File: src/rtl/mem_pkg.sv
// Shared definitions for the single-port memory controller: derived sizes
// and the legal read-latency window of the attached RAM.
package mem_pkg;

    localparam int RD_LATENCY_MIN = 1;
    localparam int RD_LATENCY_MAX = 4;

    // Response buffer must cover every read the RAM pipeline can hold plus
    // one entry being drained and one being filled in the same cycle.
    function automatic int fifo_depth(input int rd_latency);
        return rd_latency + 2;
    endfunction

    // One write-enable bit per byte lane, rounding a partial byte up.
    function automatic int be_width(input int data_width);
        return (data_width + 7) / 8;
    endfunction

    function automatic bit rd_latency_legal(input int rd_latency);
        return (rd_latency >= RD_LATENCY_MIN) && (rd_latency <= RD_LATENCY_MAX);
    endfunction

endpackage

File: src/rtl/mem_sp_ctrl_if.sv
// Request/response handshake bundle between a requester and mem_sp_ctrl.
interface mem_sp_ctrl_if #(
    parameter int MEM_DATAWIDTH = 128,
    parameter int MEM_ADDRWIDTH = 14
);

    logic                                         req_valid;
    logic                                         req_ready;
    logic [mem_pkg::be_width(MEM_DATAWIDTH)-1:0]  req_we;
    logic [MEM_ADDRWIDTH-1:0]                     req_addr;
    logic [MEM_DATAWIDTH-1:0]                     req_wdata;
    logic                                         rsp_valid;
    logic                                         rsp_ready;
    logic [MEM_DATAWIDTH-1:0]                     rsp_rdata;

    modport master (
        output req_valid, req_we, req_addr, req_wdata, rsp_ready,
        input  req_ready, rsp_valid, rsp_rdata
    );

    modport slave (
        input  req_valid, req_we, req_addr, req_wdata, rsp_ready,
        output req_ready, rsp_valid, rsp_rdata
    );

endinterface

File: src/rtl/mem_sp_rsp_fifo.sv
// Read-response buffer: small circular FIFO with registered storage.
// Control state is reset; the data array is not.
module mem_sp_rsp_fifo #(
    parameter int DEPTH = 3,
    parameter int WIDTH = 128
) (
    input  logic                         clk,
    input  logic                         reset,
    input  logic                         push_i,
    input  logic [WIDTH-1:0]             din_i,
    input  logic                         pop_i,
    output logic [WIDTH-1:0]             dout_o,
    output logic                         empty_o,
    output logic [$clog2(DEPTH+1)-1:0]   count_o
);

    localparam int CNT_W = $clog2(DEPTH + 1);
    localparam int PTR_W = (DEPTH > 1) ? $clog2(DEPTH) : 1;

    logic [WIDTH-1:0] mem_q [DEPTH];
    logic [PTR_W-1:0] wr_ptr_q, rd_ptr_q;
    logic [CNT_W-1:0] count_q;
    logic             do_pop;
    logic             full;

    // Pointers wrap explicitly since DEPTH is generally not a power of two.
    function automatic logic [PTR_W-1:0] ptr_inc(input logic [PTR_W-1:0] p);
        return (p == PTR_W'(DEPTH - 1)) ? '0 : p + 1'b1;
    endfunction

    assign do_pop  = pop_i && (count_q != '0);
    assign full    = (count_q == CNT_W'(DEPTH));
    assign empty_o = (count_q == '0);
    assign count_o = count_q;
    assign dout_o  = mem_q[rd_ptr_q];

    // Pointer and occupancy bookkeeping; push+pop together leaves count unchanged.
    always_ff @(posedge clk) begin
        if (reset) begin
            wr_ptr_q <= '0;
            rd_ptr_q <= '0;
            count_q  <= '0;
        end else begin
            if (push_i) wr_ptr_q <= ptr_inc(wr_ptr_q);
            if (do_pop) rd_ptr_q <= ptr_inc(rd_ptr_q);
            if (push_i && !do_pop)      count_q <= count_q + 1'b1;
            else if (!push_i && do_pop) count_q <= count_q - 1'b1;
        end
    end

    // Storage write; contents need no reset because count gates visibility.
    always_ff @(posedge clk) begin
        if (push_i) mem_q[wr_ptr_q] <= din_i;
    end

    // Upstream credit accounting must never let a push land on a full buffer.
    always_ff @(posedge clk) begin
        if (!reset) begin
            assert (!(push_i && full)) else $error("mem_sp_rsp_fifo: push while full");
        end
    end

endmodule

File: src/rtl/mem_sp_ctrl.sv
// Single-port RAM controller: forwards accepted requests straight to the RAM,
// tracks reads through the RAM latency, and buffers read data for an
// independently back-pressured response port. Credits guarantee every
// issued read has a buffer slot waiting for it.
module mem_sp_ctrl import mem_pkg::*; #(
    parameter int MEM_DATAWIDTH = 128,
    parameter int MEM_ADDRWIDTH = 14,
    parameter int RD_LATENCY    = 1
) (
    input  logic                                 clk,
    input  logic                                 reset,
    mem_sp_ctrl_if.slave                         bus,
    output logic                                 mem_en,
    output logic [be_width(MEM_DATAWIDTH)-1:0]   mem_we,
    output logic [MEM_ADDRWIDTH-1:0]             mem_addr,
    output logic [MEM_DATAWIDTH-1:0]             mem_din,
    input  logic [MEM_DATAWIDTH-1:0]             mem_dout
);

    localparam int FIFO_DEPTH = fifo_depth(RD_LATENCY);
    localparam int CNT_W      = $clog2(FIFO_DEPTH + 1);
    localparam logic [CNT_W:0] DEPTH_C = (CNT_W + 1)'(FIFO_DEPTH);

    if (!rd_latency_legal(RD_LATENCY)) begin : g_bad_rd_latency
        $error("mem_sp_ctrl: RD_LATENCY must be within 1..4");
    end

    logic                  accept, rd_accept;
    logic [RD_LATENCY-1:0] rd_sr_q, rd_sr_d;
    logic [CNT_W-1:0]      inflight_q, inflight_d;
    logic [CNT_W-1:0]      fifo_count;
    logic [CNT_W:0]        occupancy;
    logic                  fifo_push, fifo_pop, fifo_empty;

    // Occupancy counts every read already owed a buffer slot.
    assign occupancy     = {1'b0, inflight_q} + {1'b0, fifo_count};
    assign bus.req_ready = !reset && (occupancy < DEPTH_C);
    assign accept        = bus.req_valid && bus.req_ready;
    assign rd_accept     = accept && (bus.req_we == '0);

    // RAM port is a direct pass-through of the accepted request.
    assign mem_en   = accept;
    assign mem_we   = accept ? bus.req_we : '0;
    assign mem_addr = bus.req_addr;
    assign mem_din  = bus.req_wdata;

    // The bit leaving the tracker marks the cycle mem_dout carries read data.
    assign fifo_push     = rd_sr_q[RD_LATENCY-1];
    assign fifo_pop      = bus.rsp_valid && bus.rsp_ready;
    assign bus.rsp_valid = !fifo_empty;

    // Next state for the read tracker and the in-flight counter.
    always_comb begin
        rd_sr_d    = rd_sr_q << 1;
        rd_sr_d[0] = rd_accept;
        inflight_d = inflight_q + CNT_W'(rd_accept) - CNT_W'(fifo_push);
    end

    // Read tracker state; reset discards every read still in the RAM pipeline.
    always_ff @(posedge clk) begin
        if (reset) begin
            rd_sr_q    <= '0;
            inflight_q <= '0;
        end else begin
            rd_sr_q    <= rd_sr_d;
            inflight_q <= inflight_d;
        end
    end

    mem_sp_rsp_fifo #(
        .DEPTH (FIFO_DEPTH),
        .WIDTH (MEM_DATAWIDTH)
    ) u_rsp_fifo (
        .clk     (clk),
        .reset   (reset),
        .push_i  (fifo_push),
        .din_i   (mem_dout),
        .pop_i   (fifo_pop),
        .dout_o  (bus.rsp_rdata),
        .empty_o (fifo_empty),
        .count_o (fifo_count)
    );

endmodule

File: src/flat_wrapper.sv
// flat-port wrapper written by rule: the top's interface ports become plain ports
module mem_sp_ctrl_flat import mem_pkg::*;
#(
    parameter int MEM_DATAWIDTH = 128,
    parameter int MEM_ADDRWIDTH = 14,
    parameter int RD_LATENCY    = 1
)
  (clk, reset, mem_en, mem_we, mem_addr, mem_din, mem_dout, bus_req_valid, bus_req_we, bus_req_addr, bus_req_wdata, bus_rsp_ready, bus_req_ready, bus_rsp_valid, bus_rsp_rdata);
  mem_sp_ctrl_if #(.MEM_DATAWIDTH(MEM_DATAWIDTH), .MEM_ADDRWIDTH(MEM_ADDRWIDTH)) bus_i ();
  input  logic clk;
  input  logic reset;
  output logic mem_en;
  output logic [be_width(MEM_DATAWIDTH)-1:0] mem_we;
  output logic [MEM_ADDRWIDTH-1:0] mem_addr;
  output logic [MEM_DATAWIDTH-1:0] mem_din;
  input  logic [MEM_DATAWIDTH-1:0] mem_dout;
  input wire logic [$bits(bus_i.req_valid)-1:0] bus_req_valid;
  input wire logic [$bits(bus_i.req_we)-1:0] bus_req_we;
  input wire logic [$bits(bus_i.req_addr)-1:0] bus_req_addr;
  input wire logic [$bits(bus_i.req_wdata)-1:0] bus_req_wdata;
  input wire logic [$bits(bus_i.rsp_ready)-1:0] bus_rsp_ready;
  output wire logic [$bits(bus_i.req_ready)-1:0] bus_req_ready;
  output wire logic [$bits(bus_i.rsp_valid)-1:0] bus_rsp_valid;
  output wire logic [$bits(bus_i.rsp_rdata)-1:0] bus_rsp_rdata;
  assign bus_i.req_valid = bus_req_valid;
  assign bus_i.req_we = bus_req_we;
  assign bus_i.req_addr = bus_req_addr;
  assign bus_i.req_wdata = bus_req_wdata;
  assign bus_i.rsp_ready = bus_rsp_ready;
  assign bus_req_ready = bus_i.req_ready;
  assign bus_rsp_valid = bus_i.rsp_valid;
  assign bus_rsp_rdata = bus_i.rsp_rdata;
  mem_sp_ctrl #(.MEM_DATAWIDTH(MEM_DATAWIDTH), .MEM_ADDRWIDTH(MEM_ADDRWIDTH), .RD_LATENCY(RD_LATENCY)) u_core (.clk(clk), .reset(reset), .bus(bus_i), .mem_en(mem_en), .mem_we(mem_we), .mem_addr(mem_addr), .mem_din(mem_din), .mem_dout(mem_dout));
endmodule
File: config.mk
export PLATFORM = sky130hd
export DESIGN_NAME = mem_sp_ctrl_flat
export DESIGN_NICKNAME = d
export VERILOG_FILES = /design/src/rtl/mem_pkg.sv /design/src/rtl/mem_sp_ctrl_if.sv /design/src/rtl/mem_sp_rsp_fifo.sv /design/src/rtl/mem_sp_ctrl.sv /design/src/flat_wrapper.sv
export SDC_FILE = /design/constraint.sdc
export NUM_CORES = 1
export LEC_CHECK = 0
export CAP_MARGIN = 20
export CORE_AREA = 2 2 222 224
export CTS_BUF_LIST = sky130_fd_sc_hd__clkbuf_16
export CTS_CLUSTER_SIZE = 20
export DETAILED_ROUTE_END_ITERATION = 16
export DIE_AREA = 0 0 224 226
export PLACE_DENSITY = 0.66
export SYNTH_ARGS = -nofsm -noshare
export SYNTH_HDL_FRONTEND = slang
export SYNTH_SLANG_ARGS = --single-unit
File: constraint.sdc
create_clock -name clk -period 12.98 [get_ports clk]
set_input_delay 2.596 -clock clk [delete_from_list [all_inputs] [get_ports clk]]
set_output_delay 2.596 -clock clk [all_outputs]
set_load 0.01 [all_outputs]
==> impl_metrics.toml <==
[route]
routed_via_density = 4.65
postRouteAntennaNets = 0
wl_per_cell_um = 24.4
vias = 8590
dr.first_iter.drc_count = 468
wl_um = 45000
drc = 0
first_pass_iters = 5

[timing]
worst_slack_ns = 5.80
max_slew_margin_pct = 31.2
setup_viol_count_final = 0
period_minus_slack_ns = 7.18
finClkSkew_ns = 0.0162
max_freq_mhz = 139
fin_hold_ws_ns = 0.498
rsz0062_at_grt = "no"
finalCritPeriodShare_pct = 55.3
tns_ns = 0
worst_pin_slew_ns = 1.03
final-hold-violation-count = 0
drv_slew = 0

[global_route]
antenna_found_initial = 7
grt_overflow_total = 0
grt_pass1_vias = 8556
grt_use_met2_pct = 30.4
grtUsageTotal_pct = 17.2
met3_usage_pct = 11.8
gr-usage-met1_pct = 15.2
grt_max_degree = 89
grt_pass1_wl_um = 62200
grt_busiest_layer = "met2"

[yosys]
synth_top_family_by_area = "buffers and inverters"
synth_edf_count = 384
synth_mux_area_share_pct = 8.05
syn_area_um2 = 16100
synth_compound_gate_area_share_pct = 4.77
synthAdderAreaFrac_pct = 0.437
synth_seq_cells = 395
ys_seq_area_share_pct = 73.2
synthDistinctLibCells = 31
syn-num-nets = 1321
async_flop_share_pct = 0
synth-simple-area-share_pct = 4.40
syn_inst = 1026
syn-mean-instance-area_um2 = 15.6
synth_ff_type = "edfxtp_1"
synth.yosys.warnings = 0
synth_xor_area_share_pct = 0.218

[placement]
portBuffers = 294
place_area_um2 = 18500
hpwl_um = 32400
place.gp.congestion = 0.804
detailedPlace.worstSlack_ns = 5.79

[cts]
cts_max_level = 2
cts_resized = 0
cts_tree = "built"
clockBufferDepth = 3
cts_setup_buffers = 0
clock_latency_ns = 0.56
numCtsBuffers = 43
cts_root_buf = "clkbuf_16"
clk_pin_slew_ns = 0.06
postCtsHoldBufs = 0
cts.sinks = 395

[pwr]
power-per-cell-area_nw_per_um2 = 131
leakage_uw = 0.00612
switching_power_uw = 512
pwr-share-comb_pct = 2.5
pwr-share-seq_pct = 53.9
netSwitchingFraction_pct = 19.8
vdd_ir_drop_max_v = 0.000118
pwr-share-clk_pct = 43.6
power.internal_uw = 2080

[worst_setup_path]
cp.required_ns = 10.38
worstPathArrival_ns = 4.59
setup.worst_path.class = "in -> out"
crit_fanout = 18
end_kind = "output port"
setup.worst_path.start_class = "input port"

[die]
die_x_um = 224
design.die.area_um2 = 50600
start_util_pct = 33.2
die_h_um = 226
core_um2 = 48300
ioPinCount = 579
rows = 81

[cells_and_area]
num-nets-final = 1485
fin_util_pct = 40.9
areaGrowthSynthToFinish_pct = 23.3
finalInstanceArea_um2 = 19800
drive_above_1_share_pct = 8.50

[job]
cap_violations = 0

[min_path]
hp-class = "reg -> reg"

[status]
status = "finished, final reports clean"
-- cells in the final DEF (no fill, tap or decap), types with 2 or more instances in the layout --
cell             instances
edfxtp_1               384
clkdlybuf4s50_1        294
nand2_1                132
mux2i_1                128
o21ai_1                110
clkbuf_16               44
o21ai_2                 19
and3_1                  16
buf_4                   12
inv_1                   11
clkinv_2                 9
dfxtp_1                  9
clkinv_1                 6
nor2_1                   5
nor4_1                   4
ha_1                     4
inv_6                    4
a21oi_1                  3
xor2_1                   3
clkinvlp_4               3
or2_1                    2
nor2_4                   2
or3_1                    2
dfxtp_4                  2
clkinv_4                 2
-- logic make-up (layout without fill, tap and decap cells) --
family	Yosys count	in the layout
compound gates	135	135
flops	395	395
mux	129	129
simple gates	168	168
other cells	0	1
fa+ha+maj	5	5
buf+inv	190	387
xor+xnor	4	4
-- state kept, by name (all words and copies together), names as in the netlist, named ones only --
name,cells
u_core.u_rsp_fifo.rd_ptr_q,2
u_core.u_rsp_fifo.count_o,2
u_core.u_rsp_fifo.mem_q,384
u_core.u_rsp_fifo.wr_ptr_q,2
u_core.fifo_push,1
u_core.inflight_q,2
-- final cells by class --
cell class | count | area, µm²
Fill cell | 4312 | 28500
Sequential cell | 395 | 11800
Timing Repair Buffer | 306 | 3030
Multi-Input combinational cell | 441 | 2890
Clock buffer | 44 | 1100
Tap cell | 622 | 778
Clock inverter | 34 | 219
Inverter | 3 | 11.3
Antenna cell | 1 | 2.50
-- routing by layer --
| layer | up-vias | part of all wire (%) |
|---|---|---|
| met5 | - | 0.32 |
| met2 | 455 | 51 |
| li1 | 3978 | - |
| met1 | 4047 | 30 |
| met3 | 104 | 16 |
| met4 | 6 | 3.0 |
-- power by group through the flow --
| stage | sequential, µW | combinational [µW] | clock, µW |
|---|---|---|---|
| 6_report | 1400 | 65.4 | 1130 |
| 5_1_grt | 1400 | 69.9 | 1210 |
| 4_1_cts | 1400 | 65.2 | 1170 |
| 3_5_place_dp | 1420 | 65.0 | 0 |
| 3_3_place_gp | 1420 | 61.6 | 0 |
| 2_1_floorplan | 1420 | 50.5 | 0 |
-- metrics by stage --
| step | cells | total power (µW) |
|---|---|---|
| floorplan | 1026 | 1480 |
| global placement | 1767 | 1490 |
| detailed placement | 1767 | 1490 |
| CTS | 1845 | 2630 |
| global route | 1845 | 2680 |
| finish | 1846 | 2590 |
-- worst max-delay path: stages --
cell             delay (ns)
clkdlybuf4s50_1        0.60
a211oi_4               0.58
and3_1                 0.25
clkdlybuf4s50_1        0.56
-- synthesized netlist by cell type, drive strengths merged (2+ instances only) --
master  number  share of area (%)
edfxtp     384                 72
buf        177                8.6
nand2      133                3.1
o21ai      130                4.5
mux2i      128                8.0
and3        16               0.62
dfxtp       11                1.4
clkbuf      10               0.23
nor2         7               0.16
a21oi        4               0.15
ha           4               0.31
nor4         4               0.16
inv          3              0.070
xor2         3               0.16
or2          2              0.078
or3          2              0.078
-- worst paths after layout --
| check | from | end | slack [ns] | cells after the start |
|---|---|---|---|---|
| worst max-delay path | reset | mem_we[11] | 5.80 | 4 |
| worst min-delay path | u_core.u_rsp_fifo.rd_ptr_q[1] | flop | 0.50 | 2 |
| worst max register to register | u_core.u_rsp_fifo.count_o[0] | u_core.inflight_q[0] | 10.13 | 9 |
| worst min register to register | u_core.u_rsp_fifo.rd_ptr_q[1] | flop | 0.50 | 2 |
(Power assumes the default switching activity.)
==> edit 1: new RTL, same settings <==
`RD_LATENCY` is set to 1 in 2 places; all go to 2.
--- a/src/rtl/mem_sp_ctrl.sv
+++ b/src/rtl/mem_sp_ctrl.sv
@@ -5,7 +5,7 @@
 module mem_sp_ctrl import mem_pkg::*; #(
     parameter int MEM_DATAWIDTH = 128,
     parameter int MEM_ADDRWIDTH = 14,
-    parameter int RD_LATENCY    = 1
+    parameter int RD_LATENCY    = 2
 ) (
     input  logic                                 clk,
     input  logic                                 reset,
--- a/src/flat_wrapper.sv
+++ b/src/flat_wrapper.sv
@@ -3,7 +3,7 @@
 #(
     parameter int MEM_DATAWIDTH = 128,
     parameter int MEM_ADDRWIDTH = 14,
-    parameter int RD_LATENCY    = 1
+    parameter int RD_LATENCY    = 2
 )
   (clk, reset, mem_en, mem_we, mem_addr, mem_din, mem_dout, bus_req_valid, bus_req_we, bus_req_addr, bus_req_wdata, bus_rsp_ready, bus_req_ready, bus_rsp_valid, bus_rsp_rdata);
   mem_sp_ctrl_if #(.MEM_DATAWIDTH(MEM_DATAWIDTH), .MEM_ADDRWIDTH(MEM_ADDRWIDTH)) bus_i ();
Formal check against the unedited RTL: not equivalent (a bounded check fails within 4 cycles, from zero or initial values and one cycle with reset high).
==> edit 1 against the unedited design <==
Synthesized area up 28%; wire length down 9.3%; worst setup slack worse by 0.12 ns; cell area up 25%; clock skew up 0.0060 ns; power up 65%; sequential cell count up 131; global-route usage down 1.1 points; clock power up 45%; cell count down 4.7%; first-iteration DRC count up 40%; count of clock-buffer cells in the layout up 11; critical endpoint is now mem_we[13]; largest cell class unchanged; highest routed layer unchanged.
==> edit 1: results <==
pwr:
  power_clock_mw: 1.64
  powerDensity_nw_per_um2: 173
  p_int_mw: 3.32
  p_leak_nw: 7.78
  comb_power_mw: 0.731
final_layout:
  nets: 1394
  largest_register_ffs: 512
  layout-drive-gt1-share_pct: 20.5
clock_tree:
  clock_latency_ns: 0.59
  cts-htree-levels: 2
  cts_buffers: 54
  clkSlewWorstSetupHoldPaths_ns: 0.06
timing:
  relSlewSlack_pct: 34.0
  fin_crit_sh_pct: 56.3
  fin_skew_ns: 0.0222
place:
  dp_hpwl_um: 24700
  gp_congestion: 0.702
  pre_cts_ws_ns: 5.66
worst_setup_path:
  crit_end: "mem_we[13]"
  slowest_delay_ns: 0.64
  r2r_start: "u_core.u_rsp_fifo.count_o[2]"
  r2r_setup_slack_ns: 10.27
  cp.arrival_ns: 4.71
  crit_fanout: 17
  r2r_cells: 10
route:
  drt-initial-drc-count: 657
  via_count: 9091
  drt_wl_total_um: 40800
  met1Wirelength_um: 15900
  wl_met2_um: 20500
  wl_met3_um: 3420
yosys:
  synth_cell_types: 29
  synthXorXnorAreaFrac_pct: 0.171
  synthTopCellsByCount: "edfxtp_1 (512), buf_4 (142), mux4_2 (128)"
  synth_ff_type: "edfxtp_1"
  synth_mux_area_share_pct: 14.3
  synth_area_leaders: "edfxtp_1 (75%), mux4_2 (14%), buf_4 (5.2%)"
  seq_area_frac_synth_pct: 76.4
  synth_compound_area_share_pct: 0.134
  synth-edff-count: 512
grt:
  met3_usage_pct: 5.97
  grt_pass1_wl_um: 60600
  antenna_found_initial: 3
  met1_usage_pct: 19.8
  grt_max_degree: 63
  grtUsageMet2_pct: 26.2
run_status:
  status: "finished, final reports clean"
min_path:
  holdPathStages: 1
  worstHoldStart: "u_core.rd_sr_q[0]"
==> edit 1: cell types whose count changed after synthesis, moves of 10 or more <==
cell	before	now
nand2_1	132	1
edfxtp_1	384	512
mux4_2	0	128
mux2i_1	128	4
o21ai_1	110	0
and2_1	0	21
o21ai_2	19	0
and3_1	16	0
buf_12	0	10
==> edit 1: cell type report <==
type / instances / area [um^2] / area share, %
Clock buffer: 55 / 1380 / 5.54
Tap cell: 622 / 778 / 3.13
Inverter: 7 / 26.3 / 0.106
Sequential cell: 526 / 15700 / 63.1
Multi-Input combinational cell: 197 / 3420 / 13.8
Timing Repair Buffer: 306 / 3030 / 12.2
Clock inverter: 45 / 531 / 2.14
Antenna cell: 2 / 5.00 / 0.0202
==> edit 1: per-stage QoR <==
stage	std cells	cell area [um^2]	hold slack, ns	utilization [%]
finish	1760	24800	0.460	51.4
global route	1759	24800	0.478	51.4
CTS	1758	24800	0.463	51.4
detailed placement	1658	22900	0.453	47.4
global placement	1658	22900	0.426	47.4
floorplan	902	20500	0.414	-
==> edit 2: new RTL, same settings <==
Made on the original files. Reset style: asynchronous (`reset`), changed in 2 clocked blocks.
--- a/src/rtl/mem_sp_rsp_fifo.sv
+++ b/src/rtl/mem_sp_rsp_fifo.sv
@@ -35,7 +35,7 @@
     assign dout_o  = mem_q[rd_ptr_q];
 
     // Pointer and occupancy bookkeeping; push+pop together leaves count unchanged.
-    always_ff @(posedge clk) begin
+    always_ff @(posedge clk or posedge reset) begin
         if (reset) begin
             wr_ptr_q <= '0;
             rd_ptr_q <= '0;
--- a/src/rtl/mem_sp_ctrl.sv
+++ b/src/rtl/mem_sp_ctrl.sv
@@ -57,7 +57,7 @@
     end
 
     // Read tracker state; reset discards every read still in the RAM pipeline.
-    always_ff @(posedge clk) begin
+    always_ff @(posedge clk or posedge reset) begin
         if (reset) begin
             rd_sr_q    <= '0;
             inflight_q <= '0;
Behaviour: differs if reset is asserted again (counterexample within 4 cycles, from zero or initial values and one cycle with reset high); with reset held inactive, the same outputs for 4 cycles.
==> edit 2 against the unedited design <==
Synthesized area fell by 0.50%; wire length increased by 2.9%; first-iteration DRC count fell by 6.2%; cell area shrank 0.90%; sequential cell count is 2 lower; worst setup slack improved by 0.11 ns; via count decreased by 1.3%; core utilization fell by 0.37 points.
Power is not compared: it rests on default switching activity, and its combinational part moved more than twofold at a synthesized area within 25%.
==> edit 2: results <==
run_status:
  status: "finished, final reports clean"
final_layout:
  nets: 1472
  fillCellCount: 4314
  layout-drive-gt1-share_pct: 6.14
  antenna_cells: 0
worst_setup_path:
  cp.arrival_ns: 4.48
  crit_fanout: 18
  cp_slowest_cell: "a211oi_4"
  slowest_delay_ns: 0.62
route:
  via_count: 8482
  drt-wirelength-per-cell_um: 25.3
  drt_first_pass_iters: 4
  drt-initial-drc-count: 439
yosys:
  synthXorXnorAreaFrac_pct: 0.274
  synth_cell_types: 28
  synth-edff-count: 384
  seq_area_frac_synth_pct: 73.6
  synthTopCellsByCount: "edfxtp_1 (384), buf_4 (153), o21ai_1 (129)"
  synth_area_leaders: "edfxtp_1 (72%), mux2i_1 (8.0%), buf_4 (7.2%)"
  ys_async_sr_fraction_pct: 2.29
  synth_mux_area_share_pct: 8.02
  synthAdderAreaFrac_pct: 0.439
  synth_compound_area_share_pct: 4.36
  synth_fp_nets: 1312
timing:
  relSlewSlack_pct: 25.5
  fin_skew_ns: 0.0150
pwr:
  ir_drop_uv: 148
  p_int_mw: 2.65
place:
  place_area_um2: 18400
  gp_congestion: 0.869
  dp_hpwl_um: 33500
  pre_cts_ws_ns: 5.97
grt:
  grt_pass1_wl_um: 63500
  grt_pass1_vias: 8399
  grt_max_degree: 99
  antenna_found_initial: 3
  grt_use_total_pct: 17.6
clock_tree:
  cts_buffers: 41
  cts_resized: 0
  post_cts_buffers: 0
  clock_latency_ns: 0.54
  clkSlewWorstSetupHoldPaths_ns: 0.06
-- edit 2: cell types whose count changed after synthesis, moves of 3 or more --
cell,unedited run,this run
nand2_1,132,128
o21ai_1,110,129
a21o_1,0,4
dfxtp_1,11,0
clkbuf_1,10,13
a21oi_1,3,0
dfrtp_1,0,9
buf_4,147,153
buf_2,12,2
nor2_1,7,4
o21ai_2,19,0
-- edit 2: worst paths after layout --
check                                                    from                       endpoint  slack (ns)  depth (start not counted)
worst max-delay path                                    reset                     mem_we[12]        5.90                          4
worst min-delay path            u_core.u_rsp_fifo.wr_ptr_q[1]  u_core.u_rsp_fifo.wr_ptr_q[1]        0.50                          1
worst max register to register   u_core.u_rsp_fifo.count_o[0]           u_core.inflight_q[1]        9.85                         10
worst min register to register  u_core.u_rsp_fifo.wr_ptr_q[1]  u_core.u_rsp_fifo.wr_ptr_q[1]        0.50                          1
max in group asynchronous                               reset  u_core.u_rsp_fifo.rd_ptr_q[0]       10.22                          2
min in group asynchronous                               reset           u_core.inflight_q[1]        2.43                          2
-- edit 2: power groups by stage --
stage | Sequential, mW | Combinational, mW | Clock, mW
finish | 1.46 | 1.20 | 1.10
global route | 1.47 | 1.29 | 1.18
CTS | 1.47 | 1.23 | 1.13
detailed placement | 1.49 | 1.22 | 0
global placement | 1.49 | 1.21 | 0
floorplan | 1.43 | 0.714 | 0
-- edit 2: logic make-up (layout without fill, tap and decap cells) --
kind of cell,count (synthesis),in the layout
xor+xnor,5,5
flops,393,393
compound gates,134,134
fa+ha+maj,5,5
simple gates,160,160
mux,128,128
buf+inv,192,381
-- edit 2: cell type report --
class	count	area, um^2	area share, %
repair buffers	304	3020	15.4
clock buffers	41	1030	5.23
clock inverters	31	224	1.14
multi-input cells	432	2790	14.2
inverters	5	18.8	0.0957
flip-flops and latches	393	11800	60.0
well taps	622	778	3.97
-- edit 2: critical path, delay by kind of cell --
kind	cells	cell delay, ns
buffers and inverters	2	1.01
AO/OA/AOI/OAI	1	0.62
AND/OR/NAND/NOR	1	0.26
-- edit 2: per-layer routing --
metal / vias to the layer above / global-route usage [%] / share of wire [%]
met4: 4 / 4.56 / 2.2
met5: - / 1.27 / 0.22
met3: 76 / 13.0 / 16
met1: 4022 / 15.7 / 30
met2: 463 / 31.1 / 51
li1: 3917 / - / -
-- edit 2: metrics by stage --
stage,power [mW],hold WS [ns],instances
after global routing,3.93,0.513,1828
after CTS,3.82,0.507,1828
after floorplan,2.15,0.460,1017
final,3.75,0.503,1828
after detailed placement,2.71,0.492,1756
after global placement,2.70,0.482,1756
